==> src/rtl/f_fetch_pkg.sv <==
// Shared constants and helpers for the fetch stage: reset/exception vectors,
// the instruction-memory window and the exception codes raised in fetch.
package f_fetch_pkg;

  localparam int DATA_W = 32;
  localparam int EXC_W  = 5;

  localparam logic [DATA_W-1:0] PC_RESET  = 32'h0000_3000;
  localparam logic [DATA_W-1:0] EXC_ENTRY = 32'h0000_4180;
  localparam logic [DATA_W-1:0] IM_LO     = 32'h0000_3000;
  localparam logic [DATA_W-1:0] IM_HI     = 32'h0000_6FFC;
  localparam logic [DATA_W-1:0] INSTR_NOP = 32'h0000_0000;

  localparam logic [EXC_W-1:0] EXC_NONE = 5'd0;
  localparam logic [EXC_W-1:0] EXC_ADEL = 5'd4;

  // A fetch address is bad if it is misaligned or outside the instruction memory.
  function automatic logic addr_err(input logic [DATA_W-1:0] pc);
    return (pc[1:0] != 2'b00) || (pc < IM_LO) || (pc > IM_HI);
  endfunction

endpackage

==> src/rtl/f_fetch_fd_reg.sv <==
// F/D pipeline register: reset, flush-to-redirect-target, stall-hold or capture.
module fd_reg
  import f_fetch_pkg::*;
#(
  parameter int DATA_W = 32
) (
  input  logic              clk,
  input  logic              reset,
  input  logic              stall,
  input  logic              flush,
  input  logic [DATA_W-1:0] flush_pc,
  input  logic [DATA_W-1:0] pc_in,
  input  logic [DATA_W-1:0] instr_in,
  input  logic [EXC_W-1:0]  exc_in,
  input  logic              bd_in,
  output logic [DATA_W-1:0] pc_d,
  output logic [DATA_W-1:0] instr_d,
  output logic [EXC_W-1:0]  exc_d,
  output logic              bd_d
);

  // F -> D stage boundary
  always_ff @(posedge clk) begin
    if (reset) begin
      pc_d    <= PC_RESET;
      instr_d <= INSTR_NOP;
      exc_d   <= EXC_NONE;
      bd_d    <= 1'b0;
    end else if (flush) begin
      pc_d    <= flush_pc;
      instr_d <= INSTR_NOP;
      exc_d   <= EXC_NONE;
      bd_d    <= 1'b0;
    end else if (!stall) begin
      pc_d    <= pc_in;
      instr_d <= instr_in;
      exc_d   <= exc_in;
      bd_d    <= bd_in;
    end
  end

endmodule

==> src/rtl/f_fetch.sv <==
// Fetch stage: PC register with exception/eret redirect, fetch address check,
// and the F/D pipeline register.
module f_fetch
  import f_fetch_pkg::*;
(
  input  logic        clk,
  input  logic        reset,
  input  logic [31:0] NPC,
  input  logic        Stall,
  input  logic        ReqExc,
  input  logic        EretReq,
  input  logic [31:0] EPC,
  input  logic        IsBranchD,
  input  logic [31:0] Instr_F,
  output logic [31:0] PC_F,
  output logic [31:0] PC_D,
  output logic [31:0] Instr_D,
  output logic [4:0]  ExcCode_D,
  output logic        BD_D
);

  logic [DATA_W-1:0] pc_p0;
  logic              adel_p0;
  logic              eret_go;
  logic              flush;
  logic [DATA_W-1:0] flush_pc;
  logic [DATA_W-1:0] instr_cap;
  logic [EXC_W-1:0]  exc_cap;

  // An eret waiting behind a stall is taken on the first unstalled edge.
  assign eret_go  = EretReq && !Stall;
  assign flush    = ReqExc || eret_go;
  assign flush_pc = ReqExc ? EXC_ENTRY : EPC;

  assign adel_p0   = addr_err(pc_p0);
  assign instr_cap = adel_p0 ? INSTR_NOP : Instr_F;
  assign exc_cap   = adel_p0 ? EXC_ADEL : EXC_NONE;

  // PC register (F stage)
  always_ff @(posedge clk) begin
    if (reset)
      pc_p0 <= PC_RESET;
    else if (ReqExc)
      pc_p0 <= EXC_ENTRY;
    else if (eret_go)
      pc_p0 <= EPC;
    else if (!Stall)
      pc_p0 <= NPC;
  end

  assign PC_F = pc_p0;

  fd_reg #(.DATA_W(DATA_W)) u_fd_reg (
    .clk      (clk),
    .reset    (reset),
    .stall    (Stall),
    .flush    (flush),
    .flush_pc (flush_pc),
    .pc_in    (pc_p0),
    .instr_in (instr_cap),
    .exc_in   (exc_cap),
    .bd_in    (IsBranchD),
    .pc_d     (PC_D),
    .instr_d  (Instr_D),
    .exc_d    (ExcCode_D),
    .bd_d     (BD_D)
  );

endmodule

==> config.mk <==
export PLATFORM = sky130hd
export DESIGN_NAME = f_fetch
export DESIGN_NICKNAME = d
export VERILOG_FILES = /design/src/rtl/f_fetch_pkg.sv /design/src/rtl/f_fetch_fd_reg.sv /design/src/rtl/f_fetch.sv
export SDC_FILE = /design/constraint.sdc
export NUM_CORES = 1
export LEC_CHECK = 0
export BUFFER_PORTS_ARGS = -buffer_cell sky130_fd_sc_hd__buf_2
export CAP_MARGIN = 20
export CORE_MARGIN = 2
export CORE_UTILIZATION = 44
export DETAILED_ROUTE_END_ITERATION = 10
export GPL_ROUTABILITY_DRIVEN = 0
export PLACE_DENSITY = 0.81
export SYNTH_ARGS = -nofsm -noshare
export SYNTH_HDL_FRONTEND = slang
export SYNTH_HIERARCHICAL = 1
export SYNTH_SLANG_ARGS = --single-unit
==> constraint.sdc <==
create_clock -name clk -period 1.7 [get_ports clk]
set_clock_uncertainty 0.2 [all_clocks]
set_input_delay 0.085 -clock clk [delete_from_list [all_inputs] [get_ports clk]]
set_output_delay 0.085 -clock clk [all_outputs]
set_load 0.1 [all_outputs]
==> out/metrics.yaml <==
pin_count: 204
io_buffers: 203
final_util_pct: 69.89
reg2reg_depth: 6
core-area_mm2: 0.01147
cp_slowest_cell: "dfxtp_4"
critPathLaunchType: "register"
ys_seq_area_share_pct: 39.32
synth-warning-count: 6
antenna_found_initial: 0
crit_chain: "and3b_2 -> o211ai_4 -> clkbuf_16 -> nor3_2 -> mux2i_1 -> nor2_2"
drcViolationCount: 0
grt-ovfl-total: 0
cts-htree-levels: 3
final_layout_size_suffix_gt1_share_pct: 41.12
nets: 970
cp.required_ns: 1.73
fmax_mhz: 555.1
crit_fanout: 14
path_class: "reg2reg"
worstHoldPathCells: 5
ys_top_cells_by_count: "102 x dfxtp_1, 75 x mux2i_1, 59 x nor2b_1"
root_buffer: "clkbuf_16"
powerDensity_mw_per_mm2: 821.7
violations: "negative setup slack"
syn_inst: 559
dpl.hpwl_mm: 9.847
synth.most_common_cell: "dfxtp_1"
synth_top_family_by_area: "simple AND/OR/NAND/NOR gates"
synthSimpleGateAreaFrac_pct: 23.63
die_x_um: 112.6
wl_per_cell_um: 17.94
syn_avg_cell_area_um2: 9.291
vdd_ir_drop_max_uv: 778.8
global_route.usage.total_pct: 28.01
synth_compound_area_share_pct: 8.817
antenna_cells: 0
drv_cap: 0
grt_pass1_vias: 5510
status: "complete, but fails checks"
area_delta_synth_final_pct: 54.30
path_clk_slew_ns: 0.07
cts_tree: "done"
fin_total_pwr_mw: 6.585
placementRows: 39
finalHoldViolCount: 0
cpPeakStageDelay_ns: 0.36
grt_pass1_wl_mm: 28.17
relSlewSlack_pct: 64.44
rsz0062_at_grt: "yes"
power_leakage_nw: 3.744
critPathTopFamily: "flip-flops"
synth.top_cell.area_share_pct: 39.32
grt_max_degree: 60
async_flop_share_pct: 0
maxSlewViolCount: 0
fp.dieH_um: 112.6
vias: 5331
finalWirelength_mm: 18.23
cp.depth: 6
yosys.area_share.xor_xnor_pct: 0
synth_adder_area_share_pct: 0
first_pass_iters: 5
dpl.cell_count: 885
mappedNetlistArea_mm2: 0.005194
synth_edf_count: 0
period_share_pct: 106.0
cts_buffer_depth: 2
ant_nets: 0
die_area_mm2: 0.01269
ys_seq_elements: 102
setup_violations: 30
final_cells: 1016
drt-initial-drc-count: 403
crit_arrival_ns: 1.83
netlist_top_cells_area: "dfxtp_1 39%, mux2i_1 14%, nor2b_1 7.1%, mux2_2 5.9%, nor3_2 5.8%"
cts-buffers-inserted: 9
viasPerCell: 5.247
layout_min_cycle_time_ns: 1.801
clock_sinks: 102
min_path_type: "in2reg"
clk_latency_ns: 0.34
worstSetupEndpointType: "register"
yosysUniqueCellTypes: 31
synth_area_leader_cell: "dfxtp_1"
muxShareOfSynthArea_pct: 20.31
setup_ws_ns: -0.1013
ys_dominant_reg_cell: "dfxtp_1"
tightest_slew_ns: 0.5371
start_util_pct: 45.29
path_buf_inv: 1
## flip-flops by register name (all words and copies together) (netlist names)
signal	cells
u_fd_reg/exc_d	5
u_fd_reg/pc_d	32
PC_F	32
u_fd_reg/instr_d	32
u_fd_reg/bd_d	1
## final cells by class
type | instances | area [um^2]
inverter | 35 | 131.4
fill | 796 | 3453
timing repair buffer | 340 | 2466
clock inverter | 5 | 27.53
sequential | 102 | 2105
tap | 143 | 178.9
multi-input combinational | 380 | 2873
clock buffer | 11 | 232.7
## power by group
part | switching, mW | internal [mW] | leakage (nW)
clock | 0.900 | 0.983 | 0.121
sequential | 0.0796 | 2.48 | 0.847
combinational | 1.39 | 0.750 | 2.78
## worst reg2reg max path, cell delays in order, from the launching register on
cell and delay [ns]:
dfxtp_4 0.36, and3b_2 0.23, o211ai_4 0.33, clkbuf_16 0.28
nor3_2 0.06, mux2i_1 0.19, nor2_2 0.05
## metal layers
metal / routed length, um / up-vias / GRT usage, %
met5: 0 / - / 0
met4: 518 / 0 / 11.14
met3: 1455 / 56 / 8.585
met2: 9367 / 292 / 50.54
met1: 6891 / 2492 / 30.50
li1: - / 2491 / -
## metrics by stage
stage                     hold slack [ns]  setup WS, ns  setup TNS, ns  instance area (um^2)
final                             0.05211       -0.1013         -1.432                  8014
after global routing              0.06168       -0.1787         -4.155                  8014
after CTS                         0.02399      -0.06319        -0.3752                  7893
after detailed placement           0.1502      -0.04544       -0.09943                  6425
after global placement             0.1411       0.01100              0                  6425
after floorplan                  -0.04609      -0.03900         -1.053                  5271
## cells by family after synthesis
kind of cell,after synthesis
simple gates,205
flops,102
mux,102
buf+inv,80
other cells,1
compound gates,69
## timing repair
item / 4_1_cts / 5_1_grt
buffers inserted: 0 / 2
endpoints found under the hold margin: 96 / 0
hold buffers: 120 / 0
setup endpoints to repair: 13 / 47
gates cloned: 0 / 4
gates resized for setup: 1 / 21
pin swaps: 2 / 25
## final timing paths
path,slack [ns],endpoint,start
setup / recovery,-0.10,u_fd_reg/instr_d[14]$_SDFFE_PP0N_,PC_F[12]$_SDFFE_PP1P_
hold / removal,0.05,u_fd_reg/instr_d[13]$_SDFFE_PP0N_,Instr_F[13]
setup reg to reg,-0.10,u_fd_reg/instr_d[14]$_SDFFE_PP0N_,PC_F[12]$_SDFFE_PP1P_
hold reg to reg,0.27,PC_F[20]$_SDFFE_PP0P_,PC_F[20]$_SDFFE_PP0P_
## layout by cell type (no fill, tap or decap), types with 2 or more instances in the layout
| cell | instances |
|---|---|
| buf_2 | 202 |
| dlygate4sd3_1 | 108 |
| dfxtp_1 | 80 |
| mux2i_1 | 74 |
| nor2b_1 | 59 |
| nand2_1 | 56 |
| inv_1 | 34 |
| a211oi_1 | 30 |
| a21oi_1 | 29 |
| mux2_2 | 27 |
| nor3_2 | 23 |
| nor2_1 | 23 |
| nor2_2 | 20 |
| buf_4 | 18 |
| dfxtp_4 | 14 |
| clkbuf_16 | 13 |
| nor3_4 | 9 |
| dfxtp_2 | 8 |
| or2_2 | 5 |
| buf_12 | 5 |
| nor4_4 | 4 |
| conb_1 | 4 |
| a21o_1 | 3 |
| a221oi_1 | 3 |
| o21ai_0 | 2 |
| clkbuf_1 | 2 |
| clkinv_1 | 2 |
| clkinvlp_4 | 2 |
| nor3b_1 | 2 |
No activity file was read; power rests on OpenSTA's default activity.
